[config.mk]
export PLATFORM = sky130hd
export DESIGN_NAME = seq_normalizer_flat
export DESIGN_NICKNAME = d
export VERILOG_FILES = /design/src/rtl/seq_normalizer_if.sv /design/src/rtl/seq_normalizer.sv /design/src/flat_wrapper.sv
export SDC_FILE = /design/constraint.sdc
export NUM_CORES = 1
export LEC_CHECK = 0
export ABC_AREA = 1
export CORE_ASPECT_RATIO = 1.1
export CORE_MARGIN = 4
export CORE_UTILIZATION = 53
export DETAILED_ROUTE_END_ITERATION = 8
export GPL_TIMING_DRIVEN = 0
export PLACE_DENSITY = 0.93
export RECOVER_POWER = 50
export SLEW_MARGIN = 20
export SYNTH_ARGS = -nofsm -noshare
export SYNTH_HDL_FRONTEND = slang
export SYNTH_SLANG_ARGS = --single-unit
[constraint.sdc]
create_clock -name clk -period 5.15 [get_ports clk]
set_input_delay 0.515 -clock clk [delete_from_list [all_inputs] [get_ports clk]]
set_output_delay 0.515 -clock clk [all_outputs]
set_load 0.02 [all_outputs]
[src/rtl/seq_normalizer_if.sv]
// Handshake bundle for seq_normalizer.
//   Input side : in_valid/in_ready plus the adder's biased exponent and raw sum.
//   Output side: out_valid/out_ready plus the normalised exponent and mantissa,
//                the status flags (sticky, zero, overflow, underflow) and busy.
// The master modport is the environment (adder upstream plus packer downstream).
// The slave modport is the normalizer itself.
interface seq_normalizer_if #(
    parameter int unsigned EXP_WIDTH      = 8,
    parameter int unsigned MANTISSA_WIDTH = 23
);
    logic                      in_valid;
    logic                      in_ready;
    logic [EXP_WIDTH-1:0]      expoent_in;
    logic [MANTISSA_WIDTH+1:0] result_in;

    logic                      out_valid;
    logic                      out_ready;
    logic [EXP_WIDTH-1:0]      normal_e_out;
    logic [MANTISSA_WIDTH:0]   normal_m_out;
    logic                      sticky_out;
    logic                      zero_out;
    logic                      overflow_out;
    logic                      underflow_out;
    logic                      busy_out;

    modport master (
        output in_valid, expoent_in, result_in, out_ready,
        input  in_ready, out_valid, normal_e_out, normal_m_out,
        input  sticky_out, zero_out, overflow_out, underflow_out, busy_out
    );

    modport slave (
        input  in_valid, expoent_in, result_in, out_ready,
        output in_ready, out_valid, normal_e_out, normal_m_out,
        output sticky_out, zero_out, overflow_out, underflow_out, busy_out
    );
endinterface

[src/rtl/seq_normalizer.sv]
// Multi-cycle post-add normalizer for the floating-point adder datapath.
// It takes the raw mantissa sum and the biased exponent. A carry out is absorbed
// with a one-bit right shift, and the bit shifted out is reported as sticky.
// Leading zeros are removed by left-shifting at most SHIFT_STEP bits per cycle.
// It also detects exact zero, overflow to infinity and underflow to denormal.
// Ports:
//   clk   - clock, rising edge
//   rst_n - asynchronous active-low reset
//   bus   - seq_normalizer_if.slave: in_valid/in_ready, expoent_in, result_in,
//           out_valid/out_ready, normal_e_out, normal_m_out, sticky_out,
//           zero_out, overflow_out, underflow_out, busy_out
module seq_normalizer #(
    parameter int unsigned EXP_WIDTH      = 8,
    parameter int unsigned MANTISSA_WIDTH = 23,
    parameter int unsigned SHIFT_STEP     = 4
) (
    input  logic              clk,
    input  logic              rst_n,
    seq_normalizer_if.slave   bus
);
    localparam int unsigned EW = EXP_WIDTH;
    localparam int unsigned MW = MANTISSA_WIDTH;
    // Exponent arithmetic is one bit wider so that +1 and -amt cannot wrap.
    localparam int unsigned XW = EXP_WIDTH + 1;

    typedef enum logic [1:0] {
        StIdle,
        StShift,
        StDone
    } state_e;

    state_e          state_q, state_d;
    logic [EW-1:0]   e_q, e_d;
    logic [MW:0]     m_q, m_d;
    logic            sticky_q, sticky_d;
    logic            zero_q, zero_d;
    logic            ovf_q, ovf_d;
    logic            unf_q, unf_d;

    logic [XW-1:0]   exp_in_w;
    logic [XW-1:0]   exp_p1;
    logic [XW-1:0]   all_ones;
    logic [XW-1:0]   lz;
    logic [XW-1:0]   e_m1;
    logic [XW-1:0]   amt;
    logic [XW-1:0]   e_shifted;
    logic [MW:0]     m_shift;

    // Capture-side exponent helpers.
    always_comb begin
        exp_in_w = {1'b0, bus.expoent_in};
        exp_p1   = exp_in_w + XW'(1);
        all_ones = {1'b0, {EW{1'b1}}};
    end

    // One shift step. The shift is bounded by the leading zeros in the top
    // window and by e-1, so the exponent stops at 1 (the denormal boundary).
    always_comb begin
        lz = XW'(SHIFT_STEP);
        // Scan from the bottom of the window up, so the topmost set bit wins.
        for (int i = SHIFT_STEP - 1; i >= 0; i--) begin
            if (m_q[MW - i]) begin
                lz = XW'(i);
            end
        end
        e_m1      = {1'b0, e_q} - XW'(1);
        amt       = (lz < e_m1) ? lz : e_m1;
        m_shift   = m_q << amt;
        e_shifted = {1'b0, e_q} - amt;
    end

    // Next-state and datapath update.
    always_comb begin
        state_d  = state_q;
        e_d      = e_q;
        m_d      = m_q;
        sticky_d = sticky_q;
        zero_d   = zero_q;
        ovf_d    = ovf_q;
        unf_d    = unf_q;

        unique case (state_q)
            StIdle: begin
                if (bus.in_valid) begin
                    sticky_d = 1'b0;
                    zero_d   = 1'b0;
                    ovf_d    = 1'b0;
                    unf_d    = 1'b0;
                    state_d  = StDone;
                    if (bus.result_in == '0) begin
                        e_d    = '0;
                        m_d    = '0;
                        zero_d = 1'b1;
                    end else if (bus.result_in[MW+1]) begin
                        if (exp_p1 >= all_ones) begin
                            // Saturate to infinity. The mantissa and sticky are meaningless here.
                            e_d   = '1;
                            m_d   = '0;
                            ovf_d = 1'b1;
                        end else begin
                            e_d      = exp_p1[EW-1:0];
                            m_d      = bus.result_in[MW+1:1];
                            sticky_d = bus.result_in[0];
                        end
                    end else if (bus.result_in[MW]) begin
                        e_d = bus.expoent_in;
                        m_d = bus.result_in[MW:0];
                    end else if (exp_in_w <= XW'(1)) begin
                        e_d   = '0;
                        m_d   = bus.result_in[MW:0];
                        unf_d = 1'b1;
                    end else begin
                        e_d     = bus.expoent_in;
                        m_d     = bus.result_in[MW:0];
                        state_d = StShift;
                    end
                end
            end

            StShift: begin
                m_d = m_shift;
                e_d = e_shifted[EW-1:0];
                if (m_shift[MW]) begin
                    state_d = StDone;
                end else if (e_shifted == XW'(1)) begin
                    // Leading zeros remain but the exponent is exhausted, so the result is denormal.
                    e_d     = '0;
                    unf_d   = 1'b1;
                    state_d = StDone;
                end
            end

            StDone: begin
                if (bus.out_ready) begin
                    state_d = StIdle;
                end
            end

            default: begin
                state_d = StIdle;
            end
        endcase
    end

    always_ff @(posedge clk or negedge rst_n) begin
        if (!rst_n) begin
            state_q  <= StIdle;
            e_q      <= '0;
            m_q      <= '0;
            sticky_q <= 1'b0;
            zero_q   <= 1'b0;
            ovf_q    <= 1'b0;
            unf_q    <= 1'b0;
        end else begin
            state_q  <= state_d;
            e_q      <= e_d;
            m_q      <= m_d;
            sticky_q <= sticky_d;
            zero_q   <= zero_d;
            ovf_q    <= ovf_d;
            unf_q    <= unf_d;
        end
    end

    assign bus.in_ready      = (state_q == StIdle);
    assign bus.out_valid     = (state_q == StDone);
    assign bus.busy_out      = (state_q != StIdle);
    assign bus.normal_e_out  = e_q;
    assign bus.normal_m_out  = m_q;
    assign bus.sticky_out    = sticky_q;
    assign bus.zero_out      = zero_q;
    assign bus.overflow_out  = ovf_q;
    assign bus.underflow_out = unf_q;
endmodule

[src/flat_wrapper.sv]
// flat-port wrapper written by rule: the top's interface ports become plain ports
module seq_normalizer_flat 
#(
    parameter int unsigned EXP_WIDTH      = 8,
    parameter int unsigned MANTISSA_WIDTH = 23,
    parameter int unsigned SHIFT_STEP     = 4
)
  (clk, rst_n, bus_in_valid, bus_expoent_in, bus_result_in, bus_out_ready, bus_in_ready, bus_out_valid, bus_normal_e_out, bus_normal_m_out, bus_sticky_out, bus_zero_out, bus_overflow_out, bus_underflow_out, bus_busy_out);
  seq_normalizer_if #(.EXP_WIDTH(EXP_WIDTH), .MANTISSA_WIDTH(MANTISSA_WIDTH)) bus_i ();
  input  logic clk;
  input  logic rst_n;
  input wire logic [$bits(bus_i.in_valid)-1:0] bus_in_valid;
  input wire logic [$bits(bus_i.expoent_in)-1:0] bus_expoent_in;
  input wire logic [$bits(bus_i.result_in)-1:0] bus_result_in;
  input wire logic [$bits(bus_i.out_ready)-1:0] bus_out_ready;
  output wire logic [$bits(bus_i.in_ready)-1:0] bus_in_ready;
  output wire logic [$bits(bus_i.out_valid)-1:0] bus_out_valid;
  output wire logic [$bits(bus_i.normal_e_out)-1:0] bus_normal_e_out;
  output wire logic [$bits(bus_i.normal_m_out)-1:0] bus_normal_m_out;
  output wire logic [$bits(bus_i.sticky_out)-1:0] bus_sticky_out;
  output wire logic [$bits(bus_i.zero_out)-1:0] bus_zero_out;
  output wire logic [$bits(bus_i.overflow_out)-1:0] bus_overflow_out;
  output wire logic [$bits(bus_i.underflow_out)-1:0] bus_underflow_out;
  output wire logic [$bits(bus_i.busy_out)-1:0] bus_busy_out;
  assign bus_i.in_valid = bus_in_valid;
  assign bus_i.expoent_in = bus_expoent_in;
  assign bus_i.result_in = bus_result_in;
  assign bus_i.out_ready = bus_out_ready;
  assign bus_in_ready = bus_i.in_ready;
  assign bus_out_valid = bus_i.out_valid;
  assign bus_normal_e_out = bus_i.normal_e_out;
  assign bus_normal_m_out = bus_i.normal_m_out;
  assign bus_sticky_out = bus_i.sticky_out;
  assign bus_zero_out = bus_i.zero_out;
  assign bus_overflow_out = bus_i.overflow_out;
  assign bus_underflow_out = bus_i.underflow_out;
  assign bus_busy_out = bus_i.busy_out;
  seq_normalizer #(.EXP_WIDTH(EXP_WIDTH), .MANTISSA_WIDTH(MANTISSA_WIDTH), .SHIFT_STEP(SHIFT_STEP)) u_core (.clk(clk), .rst_n(rst_n), .bus(bus_i));
endmodule
After elaboration in Yosys (flattened, before gate mapping). Index checks and enable logic that the tools add are counted.

Flip-flop bits (word level): 38. Input bits: 37.

$add $sub $neg: 3. Order comparisons: 3. Equal/unequal tests: 8. Shifts and indexed selects: 1. Mux-type cells: 44. Reduce and logical (&&, ||, !) cells: 8.

Operators with widths (number): $mux W24 (5); $mux W8 (8); $pmux W24 S2 (1); $logic_not A25 Y1 (1); $shl A24 B9 Y24 (1); $mux W2 (8); $pmux W8 S2 (1); $mux W1 (14); $mux W3 (4); $add A8 B1 Y9 const B (1); $eq A9 B1 Y1 const B (1); $ge A9 B8 Y1 const B (1); $lt A3 B9 Y1 (1); $mux W9 (1); $sub A8 B1 Y9 const B (1); $sub A8 B9 Y9 (1); $le A8 B1 Y1 const B (1); $ne A2 B2 Y1 const B (3); $pmux W2 S3 (1); $reduce_and A2 Y1 (2); $reduce_and A4 Y1 (1); $reduce_bool A2 Y1 (2); $ne A3 B1 Y1 const B (1); $reduce_and A3 Y1 (1); other kinds (5) (5).

Depth between registers and ports, before layout. Gate-level depths: netlist of run 1.

Depth in word-level cells: 11. Mapped depth: 25.

Worst setup path after synthesis of run 1. Ideal clock, no wire load.

Path kind: reg-to-reg. Start point: register u_core.e_q[0] (netlist: u_core.bus.normal_e_out[0]). End point: register u_core.unf_q (netlist: u_core.bus.underflow_out). Data arrival time: 3.621 ns. Required time: 5.029 ns. Slack: 1.408 ns. Stages on the path, launching flop included: 24. Path buffers: 2. Clock period less this slack: 3.742 ns. Cells stage by stage: dfrtp_1 inv_1 ha_1 xnor2_1 ha_1 a21oi_1 nand2_2 nand2_4 nand2_1 nand2_1 buf_2 buf_2 ha_1 nand2_1 nor2_1 a211oi_1 xor2_1 nand2_1 nor3_1 nand3_1 nand2_1 nand2_2 o21ai_1 nand2_1.

Word-level cells in the longest chain between the ends: 7.

RTL lines: start: declaration (RTL line seq_normalizer.sv:33) `logic [EW-1:0] e_q, e_d;`; start signal: assignment (RTL line seq_normalizer.sv:148) `e_q <= '0;`; start signal: assignment (RTL line seq_normalizer.sv:156) `e_q <= e_d;`; $sub A8 B1 Y9 (RTL line seq_normalizer.sv:66) `e_m1 = {1'b0, e_q} - XW'(1);`; $lt A3 B9 Y1 (RTL line seq_normalizer.sv:67) `amt = (lz < e_m1) ? lz : e_m1;`; $mux W9 (RTL line seq_normalizer.sv:67); $sub A8 B9 Y9 (RTL line seq_normalizer.sv:69) `e_shifted = {1'b0, e_q} - amt;`; $eq A9 B1 Y1 (RTL line seq_normalizer.sv:125) `end else if (e_shifted == XW'(1)) begin`; $ne A2 B1 Y1 (no line); $reduce_and A4 Y1 (no line) (*); end signal: assignment (RTL line seq_normalizer.sv:161) `unf_q <= unf_d;`; end: declaration (RTL line seq_normalizer.sv:38) `logic unf_q, unf_d;`.

Every way passes the cells marked *; elsewhere a longest branch is shown, timed or not. A chain may end at the register's enable or synchronous reset.

Final worst setup path of run 1. Same ends and word-level chain as after synthesis.

==> results of run 1 <==
Yosys cell counts (2+ instances only):
cell / count
o21ai_0: 28
nand4_1: 8
nor4_1: 5
or2_1: 7
o211ai_1: 16
buf_6: 3
nand3_1: 50
a21oi_2: 3
inv_1: 74
nand3b_1: 3
buf_4: 3
nand2_2: 7
nand3_2: 2
nand2_4: 3
a211oi_1: 3
o21ai_2: 4
nand2_1: 167
o31ai_1: 2
inv_2: 3
o21ai_1: 16
ha_1: 10
a21oi_1: 35
dfrtp_1: 38
nor3_1: 22
nor2_1: 70
xor2_1: 7
a22oi_1: 4
buf_2: 8
clkbuf_1: 14
xnor2_1: 3
cell type report:
class	instances	area [sq um]	share of cell area, %
multi-input combinational	482	2420	51.0
sequential	38	951	20.0
timing repair buffer	76	748	15.8
inverter	78	293	6.17
buffer	28	149	3.14
tap	85	106	2.24
clock buffer	5	68.8	1.45
clock inverter	2	10.0	0.211
power by group through the flow:
stage	Sequential, W	Clock, W	Combinational, W
CTS	0.000576	0.000206	0.00217
global route	0.000597	0.000221	0.00241
global placement	0.000576	0	0.00211
floorplan	0.000705	0	0.00132
finish	0.000576	0.000205	0.00217
detailed placement	0.000579	0	0.00216
metal layers:
| metal | part of all wire [%] | up-vias | routed length [microns] | track usage [%] |
|---|---|---|---|---|
| met4 | 5.4 | 0 | 662 | 15.8 |
| met1 | 40 | 2088 | 4940 | 37.4 |
| met3 | 6.0 | 56 | 737 | 2.98 |
| li1 | - | 2220 | - | - |
| met2 | 49 | 219 | 6030 | 47.7 |
| met5 | 0 | - | 0 | 0 |
flip-flops by register name (all words and copies together), names as in the netlist:
signal,flops
u_core.state_q,2
u_core.bus.normal_e_out,8
u_core.bus.zero_out,1
u_core.bus.sticky_out,1
u_core.bus.overflow_out,1
u_core.bus.underflow_out,1
u_core.bus.normal_m_out,24
how the worst max path moves through the flow:
stage | slack [ns] | endpoint | depth (start not counted)
2_1_floorplan | 1.41 | u_core.bus.underflow_out$_DFFE_PN0P_ | 23
3_3_place_gp | 1.07 | u_core.bus.underflow_out$_DFFE_PN0P_ | 23
3_5_place_dp | 0.99 | u_core.bus.underflow_out$_DFFE_PN0P_ | 23
4_1_cts | 0.96 | u_core.bus.underflow_out$_DFFE_PN0P_ | 23
5_1_grt | 0.56 | u_core.bus.underflow_out$_DFFE_PN0P_ | 23
6_report | 0.92 | u_core.bus.underflow_out$_DFFE_PN0P_ | 23
stage by stage:
step / util, % / setup WS, ns / std cells / instance area (sq um)
floorplan: - / 1.41 / 626 / 3810
global placement: 66.6 / 1.07 / 786 / 4670
detailed placement: 67.0 / 0.991 / 787 / 4690
CTS: 68.1 / 0.962 / 794 / 4770
global route: 67.7 / 0.559 / 794 / 4750
finish: 67.7 / 0.918 / 794 / 4750
logic make-up (layout without fill, tap and decap cells):
family	after synthesis	count (layout)	share of synthesized area, %
buf+inv	106	189	11.6
fa+ha+maj	11	11	3.81
flops	38	38	24.9
xor+xnor	10	10	2.30
simple gates	346	346	39.7
compound gates	115	115	17.7
==> flow_summary_export.csv, run 1 <==
group,metric,value,unit
setup_path,rr_startpoint,"u_core.bus.normal_e_out[0]$_DFFE_PN0P_",
power_and_ir_drop,p_leak,2.26,nW
clocking,root_buffer,"clkbuf_8",
die,rows,32,
die,dieArea,8620,sq um
routing,drtPass1Iterations,6,
finish,fill_cells,642,
clocking,cts_num_sinks,38,
clocking,cts_resized,0,
die,die_y,97.0,microns
min_path,holdCritPathClass,"primary input to asynchronous set/reset pin",
clocking,clk_pin_slew,0.08,ns
power_and_ir_drop,pwr-share-clk,6.9,%
timing,setup_viol,0,
synth,ys_ff_latch,38,
grt,grt_max_degree,22,
setup_path,crit_chain,"inv_1, ha_1, xnor2_1, ha_1, a21oi_1, nand2_2, nand2_4, nand2_1, nand2_1, buf_2, buf_2, ha_1, nand2_1, nor2_1, a211oi_1, xor2_1, nand2_1, nor3_1, nand3_1, nand2_1, nand2_2, o21ai_1, nand2_1",
power_and_ir_drop,switching_share,55.3,%
setup_path,path_max_fanout,10,
timing,rsz0062_at_grt,"false",
clocking,ctsHtreeMaxLevel,2,
power_and_ir_drop,power,0.00295,W
synth,synth_nets,674,
power_and_ir_drop,p_int,0.00132,W
die,core,7010,sq um
routing,wire_per_inst,15.6,microns
power_and_ir_drop,ir_drop,452,uV
synth,synth.area.top_cells,"dfrtp_1 25%, nand2_1 16%, inv_1 7.3%",
synth,yosysUniqueCellTypes,38,
setup_path,critPathMaxStageDelay,0.43,ns
finish,drive_gt1_share,6.35,%
finish,syn_to_final_growth,24.5,%
setup_path,crit_path_start,"u_core.bus.normal_e_out[0]$_DFFE_PN0P_",
setup_path,timing.rr.end,"u_core.bus.underflow_out$_DFFE_PN0P_",
grt,grt_first_pass_wirelength,20.3,mm
clocking,numCtsBuffers,5,
grt,antenna_found_initial,0,
synth,netlist_area,3810,sq um
die,die_x,88.9,microns
synth,synth-async-reset-ratio,100,%
finish,mostFrequentLayoutCells,"167 x nand2_1, 74 x inv_1, 70 x nor2_1",
clocking,cts_tree,"done",
die,pin_count,76,
clocking,cts_hold_buf,0,
die,initial_core_util,54.4,%
setup_path,end_kind,"register",
finish,n_antenna_cell,0,
grt,first_global_vias,4447,
placement,hpwl,9.75,mm
finish,final_nets,757,
finish,final_common_cell,"nand2_1",
synth,syn_avg_cell_area,6.09,sq um
routing,num_vias,4583,
setup_path,cp_common_cell,"nand2_1",
timing,period_needed,4.23,ns
routing,final_antenna_net_count,0,
run,maxCapViolations,0,
power_and_ir_drop,pwr-share-seq,19.5,%
setup_path,critPathBufInv,3,
synth,ys_warn_count,0,
setup_path,critPathArrivalTime,4.41,ns
setup_path,critPathLaunchType,"register",
synth,seq_area_frac_synth,24.9,%
setup_path,crit_type,"register to register",
power_and_ir_drop,power.net_switching,0.00163,W
timing,timing.final.crit_share,82.2,%
routing,drtIter0Drc,387,
placement,place_congestion,0.933,
placement,port_buffers,75,
power_and_ir_drop,powerDensity,622,nW/um^2
timing,fin_tns_setup,0,ns
synth,synth-main-ff-cell,"dfrtp_1",
setup_path,rrSetupSlack,0.92,ns
routing,via_per_inst,5.77,
timing,clock_skew,0.0129,ns
setup_path,critical_path.top_delay_family,"simple AND/OR/NAND/NOR gates",
grt,grt_usage,29.4,%
routing,drt_wl_total,12.4,mm
synth,synth-edff-count,0,
timing,drv_slew,0,
synth,synth_top_cell_area_share,24.9,%
setup_path,cp.required,5.33,ns
clocking,post_cts_buffers,0,
run_status,status,"finished clean",
power_and_ir_drop,comb_power_share,73.5,%
synth,yosysTopAreaCell,"dfrtp_1",
grt,grt_overflow,0,
clocking,cts_buffer_depth,2,
setup_path,slowest_stage,"dfrtp_1",
timing,max_slew_margin,17.9,%
timing,holdWs,0.454,ns
timing,worst_slew_pin_slew,1.23,ns
setup_path,r2r_cells,23,
clocking,insertion_delay,0.30,ns
timing,fmax,0.236,GHz
routing,drc,0,
timing,hold_viol,0,
synth,synthCells,626,
Power figures use the tool's default switching activity.
==> run 2: changes to the inputs <==
--- a/config.mk
+++ b/config.mk
@@ -8,10 +8,10 @@
 export ABC_AREA = 1
 export CORE_ASPECT_RATIO = 1.1
 export CORE_MARGIN = 4
-export CORE_UTILIZATION = 53
+export CORE_UTILIZATION = 48
 export DETAILED_ROUTE_END_ITERATION = 8
 export GPL_TIMING_DRIVEN = 0
-export PLACE_DENSITY = 0.93
+export PLACE_DENSITY = 0.89
 export RECOVER_POWER = 50
 export SLEW_MARGIN = 20
 export SYNTH_ARGS = -nofsm -noshare
==> constraint.sdc (replaced) <==
create_clock -name clk -period 3.8 [get_ports clk]
set_input_delay 0.38 -clock clk [delete_from_list [all_inputs] [get_ports clk]]
set_output_delay 0.38 -clock clk [all_outputs]
set_load 0.02 [all_outputs]
==> run 2 against run 1 <==
Net effect: the flow now finishes with violations (capacitance limit, slew limit); clock-buffer cell count increased by 1; sequential share of layout area decreased by 1.1 points; via count increased by 2.2%; first-iteration DRC count decreased by 25%; sequential power increased by 40%; worst setup slack got worse by 0.80 ns; combinational power increased by 51%; clock skew decreased by 0.0038 ns; worst hold slack improved by 0.037 ns; core utilization decreased by 1.4 points; largest power group unchanged.
==> flow_summary_export.csv, run 2 (same netlist as run 1, synthesis figures left out) <==
group,metric,value,unit
run_status,status,"complete, but fails checks",
run_status,violations,"capacitance limit, slew limit",
setup_path,slowest_stage,"dfrtp_2",
timing,holdWs,0.491,ns
die,die_x,93.0,microns
finish,drive_gt1_share,10.3,%
clocking,ctsHtreeMaxLevel,2,
routing,wire_per_inst,16.0,microns
placement,hpwl,9.85,mm
die,pin_count,76,
clocking,numCtsBuffers,5,
placement,port_buffers,75,
die,rows,33,
die,die_y,101,microns
timing,setup_viol,0,
setup_path,critPathArrivalTime,3.86,ns
finish,register_area,955,sq um
routing,drtIter0Drc,289,
placement,place_congestion,0.981,
grt,grt_usage,27.3,%
power_and_ir_drop,ir_drop,615,uV
power_and_ir_drop,powerDensity,871,nW/um^2
setup_path,cp.required,3.97,ns
die,core,7600,sq um
setup_path,cp_common_cell,"nand2_1",
clocking,root_buffer,"clkbuf_8",
grt,grt_max_degree,30,
timing,drv_slew,30,
clocking,cts_num_sinks,38,
run,maxCapViolations,1,
setup_path,critPathMaxStageDelay,0.46,ns
routing,final_antenna_net_count,0,
finish,syn_to_final_growth,32.1,%
finish,multi_input_area,2560,sq um
timing,max_slew_margin,-13.7,%
clocking,clk_pin_slew,0.09,ns
timing,timing.final.crit_share,97.0,%
timing,fmax,0.271,GHz
timing,worst_slew_pin_slew,1.71,ns
clocking,insertion_delay,0.30,ns
clocking,cts_tree,"done",
die,initial_core_util,50.2,%
grt,first_global_vias,4417,
finish,largest_reg_flops,24,
power_and_ir_drop,power,0.00439,W
finish,final_nets,767,
setup_path,crit_chain,"nor4_4, ha_4, nand2_1, inv_1, nand2_1, nand2_4, nand2_4, nand2_1, o21ai_4, inv_1, ha_4, nand2_1, nor2_1, a211oi_2, xor2_1, nand2_1, nor3_2, nand3_1, buf_4, nand3_1, o21ai_0",
routing,via_per_inst,5.68,
finish,mostFrequentLayoutCells,"165 x nand2_1, 71 x inv_1, 70 x nor2_1",
power_and_ir_drop,p_leak,2.34,nW
timing,period_needed,3.69,ns
setup_path,path_max_fanout,5,
grt,grt_overflow,0,
routing,num_vias,4684,
grt,grt_first_pass_wirelength,20.7,mm
placement,preCtsSetupSlack,-0.507,ns
min_path,holdCritPathClass,"register to register",
setup_path,end_kind,"register",
timing,clock_skew,0.00907,ns
clocking,cts_buffer_depth,2,
grt,antenna_found_initial,0,
finish,fill_cells,693,
setup_path,critPathLaunchType,"register",
die,dieArea,9430,sq um
finish,n_antenna_cell,0,
timing,fin_ws,0.114,ns
finish,design_area,5040,sq um
routing,drt_wl_total,13.2,mm
routing,drc,0,
routing,drtPass1Iterations,6,
timing,hold_viol,0,
setup_path,crit_type,"register to register",
placement,place_area,4710,sq um
finish,final_common_cell,"nand2_1",
[run 2: layout make-up]
type	instances	share of cell area (%)
Multi-Input combinational cell	482	50.8
Sequential cell	38	19.0
Timing Repair Buffer	88	16.7
Inverter	78	5.91
Buffer	26	3.13
Tap cell	105	2.61
Clock buffer	6	1.64
Clock inverter	2	0.248
[run 2: report_power, final]
part	switching [W]	internal (W)	leakage, nW
Sequential	0.000212	0.000593	0.433
Combinational	0.00202	0.00125	1.86
Clock	0.000165	0.000146	0.0472
[run 2: worst paths after layout]
check                                                   startpoint                                       to  slack, ns  depth (start not counted)
max in group asynchronous                                    rst_n  u_core.bus.normal_m_out[23]$_DFFE_PN0P_       1.07                          3
min                            u_core.bus.overflow_out$_DFFE_PN0P_      u_core.bus.overflow_out$_DFFE_PN0P_       0.49                          2
max                        u_core.bus.normal_m_out[23]$_DFFE_PN0P_            u_core.state_q[0]$_DFFE_PN0P_       0.11                         21
min reg2reg                    u_core.bus.overflow_out$_DFFE_PN0P_      u_core.bus.overflow_out$_DFFE_PN0P_       0.49                          2
min in group asynchronous                                    rst_n   u_core.bus.normal_e_out[4]$_DFFE_PN0P_       0.62                          2
max reg2reg                u_core.bus.normal_m_out[23]$_DFFE_PN0P_            u_core.state_q[0]$_DFFE_PN0P_       0.11                         21
[run 2: repair_timing]
action | in CTS | in global routing
resized for setup | 11 | 26
setup endpoints to repair | 7 | 4
cloned | 0 | 0
hold endpoints to repair | 9 | 0
hold buffers | 1 | 0
setup buffers | 2 | 9
pin swaps | 2 | 7
[run 2: per-layer routing]
| metal | wire length [microns] | up-vias | global-route usage, % |
|---|---|---|---|
| li1 | - | 2236 | - |
| met1 | 5350 | 2154 | 33.8 |
| met2 | 6480 | 244 | 46.6 |
| met3 | 816 | 50 | 4.09 |
| met4 | 594 | 0 | 13.1 |
| met5 | 0 | - | 0 |
[run 2: critical path, delay by kind of cell, from the launching register on]
kind                     cells  cell delay, ns
AO/OA/AOI/OAI                3            0.50
XOR/XNOR                     1            0.29
adder cells (fa/ha/maj)      2            0.53
buffers and inverters        3            0.33
flip-flops                   1            0.46
AND/OR/NAND/NOR             12            1.44
[run 2: per-stage QoR]
step | TNS (ns) | instances | utilization, %
after floorplan | 0 | 626 | -
after global placement | -0.919 | 806 | 61.8
after detailed placement | -2.22 | 807 | 62.0
after CTS | 0 | 818 | 64.2
after global routing | -0.582 | 825 | 66.3
final | 0 | 825 | 66.3
==> run 3: changes to the inputs <==
--- a/config.mk
+++ b/config.mk
@@ -6,9 +6,11 @@
 export NUM_CORES = 1
 export LEC_CHECK = 0
 export ABC_AREA = 1
+export CELL_PAD_IN_SITES_DETAIL_PLACEMENT = 0
+export CELL_PAD_IN_SITES_GLOBAL_PLACEMENT = 2
 export CORE_ASPECT_RATIO = 1.1
 export CORE_MARGIN = 4
-export CORE_UTILIZATION = 48
+export CORE_UTILIZATION = 25
 export DETAILED_ROUTE_END_ITERATION = 8
 export GPL_TIMING_DRIVEN = 0
 export PLACE_DENSITY = 0.89
==> run 3 against run 2 <==
Net effect: the flow now finishes without violations; sequential share of layout area down 0.71 points; worst setup slack improved by 0.16 ns; worst hold slack worse by 0.34 ns; highest routed layer unchanged; fmax rose by 4.4%; register-to-register slack better by 0.16 ns; routed wire length up 6.8%; die area is 83% higher; cell area up 3.8%.
==> flow_summary_export.csv, run 3 (same netlist as run 1, synthesis figures left out) <==
group,metric,value,unit
power_and_ir_drop,p_int,0.00215,W
setup_path,crit_end,"u_core.bus.underflow_out$_DFFE_PN0P_",
grt,grt_most_used_layer,"met2",
timing,fmax,0.283,GHz
clocking,cts_num_sinks,38,
routing,drtPass1Iterations,5,
clocking,cts_buffer_depth,2,
finish,design_area,5230,sq um
clocking,ctsHtreeMaxLevel,2,
routing,drc,0,
placement,hpwl,11.1,mm
finish,drive_gt1_share,10.6,%
placement,port_buffers,75,
routing,num_vias,4430,
grt,grt_util_met3,2.40,%
grt,antenna_found_initial,0,
die,core,15000,sq um
clocking,cts_tree,"done",
grt,grt_first_pass_wirelength,22.5,mm
grt,grt_max_degree,25,
timing,fin_tns_setup,0,ns
finish,largest_reg_flops,24,
grt,grt_overflow,0,
setup_path,crit_path_start,"u_core.bus.normal_e_out[0]$_DFFE_PN0P_",
setup_path,crit_type,"register to register",
setup_path,rrSetupSlack,0.27,ns
setup_path,critPathArrivalTime,3.70,ns
timing,period_needed,3.53,ns
routing,drt_wl_total,14.1,mm
power_and_ir_drop,pwr-share-seq,17.6,%
finish,final_common_cell,"nand2_1",
power_and_ir_drop,power.net_switching,0.00239,W
clocking,insertion_delay,0.29,ns
die,initial_core_util,25.4,%
power_and_ir_drop,comb_power_share,72.8,%
power_and_ir_drop,pwr-share-clk,9.6,%
power_and_ir_drop,p_leak,2.37,nW
timing,timing.final.crit_share,92.9,%
timing,worst_slew_pin_slew,1.40,ns
routing,via_per_inst,4.82,
timing,clock_skew,0.00611,ns
finish,syn_to_final_growth,37.1,%
power_and_ir_drop,ir_drop,375,uV
grt,use_met2,28.9,%
power_and_ir_drop,switching_share,52.6,%
timing,fin_ws,0.270,ns
run_status,status,"finished clean",
finish,final_nets,771,
timing,holdWs,0.147,ns
setup_path,timing.rr.end,"u_core.bus.underflow_out$_DFFE_PN0P_",
finish,mostFrequentLayoutCells,"164 x nand2_1, 70 x nor2_1, 70 x inv_1",
timing,max_slew_margin,6.40,%
setup_path,slowest_stage,"dfrtp_2",
run,maxCapViolations,0,
setup_path,critPathLaunchType,"register",
die,rows,47,
placement,place_area,4820,sq um
setup_path,cp.required,3.97,ns
finish,n_antenna_cell,0,
grt,grt_usage,16.2,%
placement,place_congestion,0.868,
setup_path,crit_chain,"clkinv_4, ha_4, xnor2_4, ha_1, nand2_1, inv_1, nand2_1, nand2_4, nand2_8, nand2_2, nand2_4, buf_12, ha_1, nand2_1, nor2_1, a211oi_2, xor2_1, nand2_1, nor3_2, nand3_1, nand2_2, nand2_2, o21ai_1, nand2_1",
min_path,holdCritPathClass,"primary input to asynchronous set/reset pin",
clocking,root_buffer,"clkbuf_16",
routing,drtIter0Drc,267,
setup_path,critPathMaxStageDelay,0.40,ns
die,dieArea,17300,sq um
power_and_ir_drop,power,0.00454,W
setup_path,cp_common_cell,"nand2_1",
clocking,cts_hold_buf,0,
setup_path,r2r_cells,24,
setup_path,end_kind,"register",
grt,first_global_vias,4394,
clocking,clk_pin_slew,0.06,ns
grt,grt.met1_usage,20.8,%
timing,setup_viol,0,
die,die_y,138,microns
power_and_ir_drop,powerDensity,869,nW/um^2
timing,drv_slew,0,
routing,wire_per_inst,15.4,microns
die,die_x,126,microns
routing,final_antenna_net_count,0,
timing,hold_viol,0,
clocking,numCtsBuffers,5,
setup_path,path_max_fanout,11,
die,pin_count,76,
placement,preCtsSetupSlack,-0.549,ns
setup_path,rr_startpoint,"u_core.bus.normal_e_out[0]$_DFFE_PN0P_",
-- run 3: cell types whose count changed in the layout (fill, tap and decap cells not counted), moves of 2 or more --
| cell | delta |
|---|---|
| clkbuf_8 | -5 |
| nand2_4 | -2 |
| nand2_8 | +2 |
| clkbuf_16 | +5 |
| buf_4 | +5 |
-- run 3: worst min path at each step --
| stage | slack, ns | to | depth (start not counted) | from |
|---|---|---|---|---|
| 4_1_cts | 0.01 | u_core.bus.normal_m_out[8]$_DFFE_PN0P_ | 1 | rst_n |
| 6_report | 0.15 | u_core.bus.normal_m_out[8]$_DFFE_PN0P_ | 1 | rst_n |
| 3_3_place_gp | 0.52 | u_core.bus.zero_out$_DFFE_PN0P_ | 2 | u_core.bus.zero_out$_DFFE_PN0P_ |
| 3_5_place_dp | 0.32 | u_core.bus.normal_m_out[8]$_DFFE_PN0P_ | 1 | rst_n |
| 2_1_floorplan | 0.08 | u_core.bus.normal_e_out[0]$_DFFE_PN0P_ | 0 | rst_n |
| 5_1_grt | 0.23 | u_core.bus.normal_m_out[8]$_DFFE_PN0P_ | 1 | rst_n |
-- run 3: power groups by stage --
stage | sequential, W | clock, W | combinational, W
after global placement | 0.000800 | 0 | 0.00297
after floorplan | 0.000955 | 0 | 0.00179
after CTS | 0.000807 | 0.000442 | 0.00306
final | 0.000800 | 0.000434 | 0.00331
after detailed placement | 0.000803 | 0 | 0.00299
after global routing | 0.000831 | 0.000462 | 0.00367
-- run 3: layout make-up --
class / instances / area [sq um]
multi-input cells: 482 / 2550
well taps: 196 / 245
inverters: 78 / 300
clock inverters: 1 / 5.00
flip-flops and latches: 38 / 953
repair buffers: 92 / 868
fillers: 1649 / 9770
clock buffers: 7 / 143
plain buffers: 26 / 161
-- run 3: critical path: cells and delay by family (launching register included) --
family | cells | cell delay, ns
AND/OR/NAND/NOR | 14 | 1.18
AO/OA/AOI/OAI | 2 | 0.37
flip-flops | 1 | 0.40
adder cells (fa/ha/maj) | 3 | 0.80
XOR/XNOR | 2 | 0.38
buffers and inverters | 3 | 0.29
-- run 3: per-layer routing --
layer	up-vias	wire length, microns
met4	0	170
li1	2243	-
met3	14	515
met5	-	0
met1	2068	6350
met2	105	7110
-- run 3: metrics by stage --
step	utilization, %	std cells
after floorplan	-	626
after global placement	32.1	897
after global routing	34.9	920
final	34.9	920
after CTS	33.5	906
after detailed placement	32.2	898
-- run 3: timing repair --
action / 4_1_cts / 5_1_grt
gates resized for setup: 14 / 27
pin swaps: 1 / 9
buffers inserted: 0 / 16
setup endpoints to repair: 8 / 6
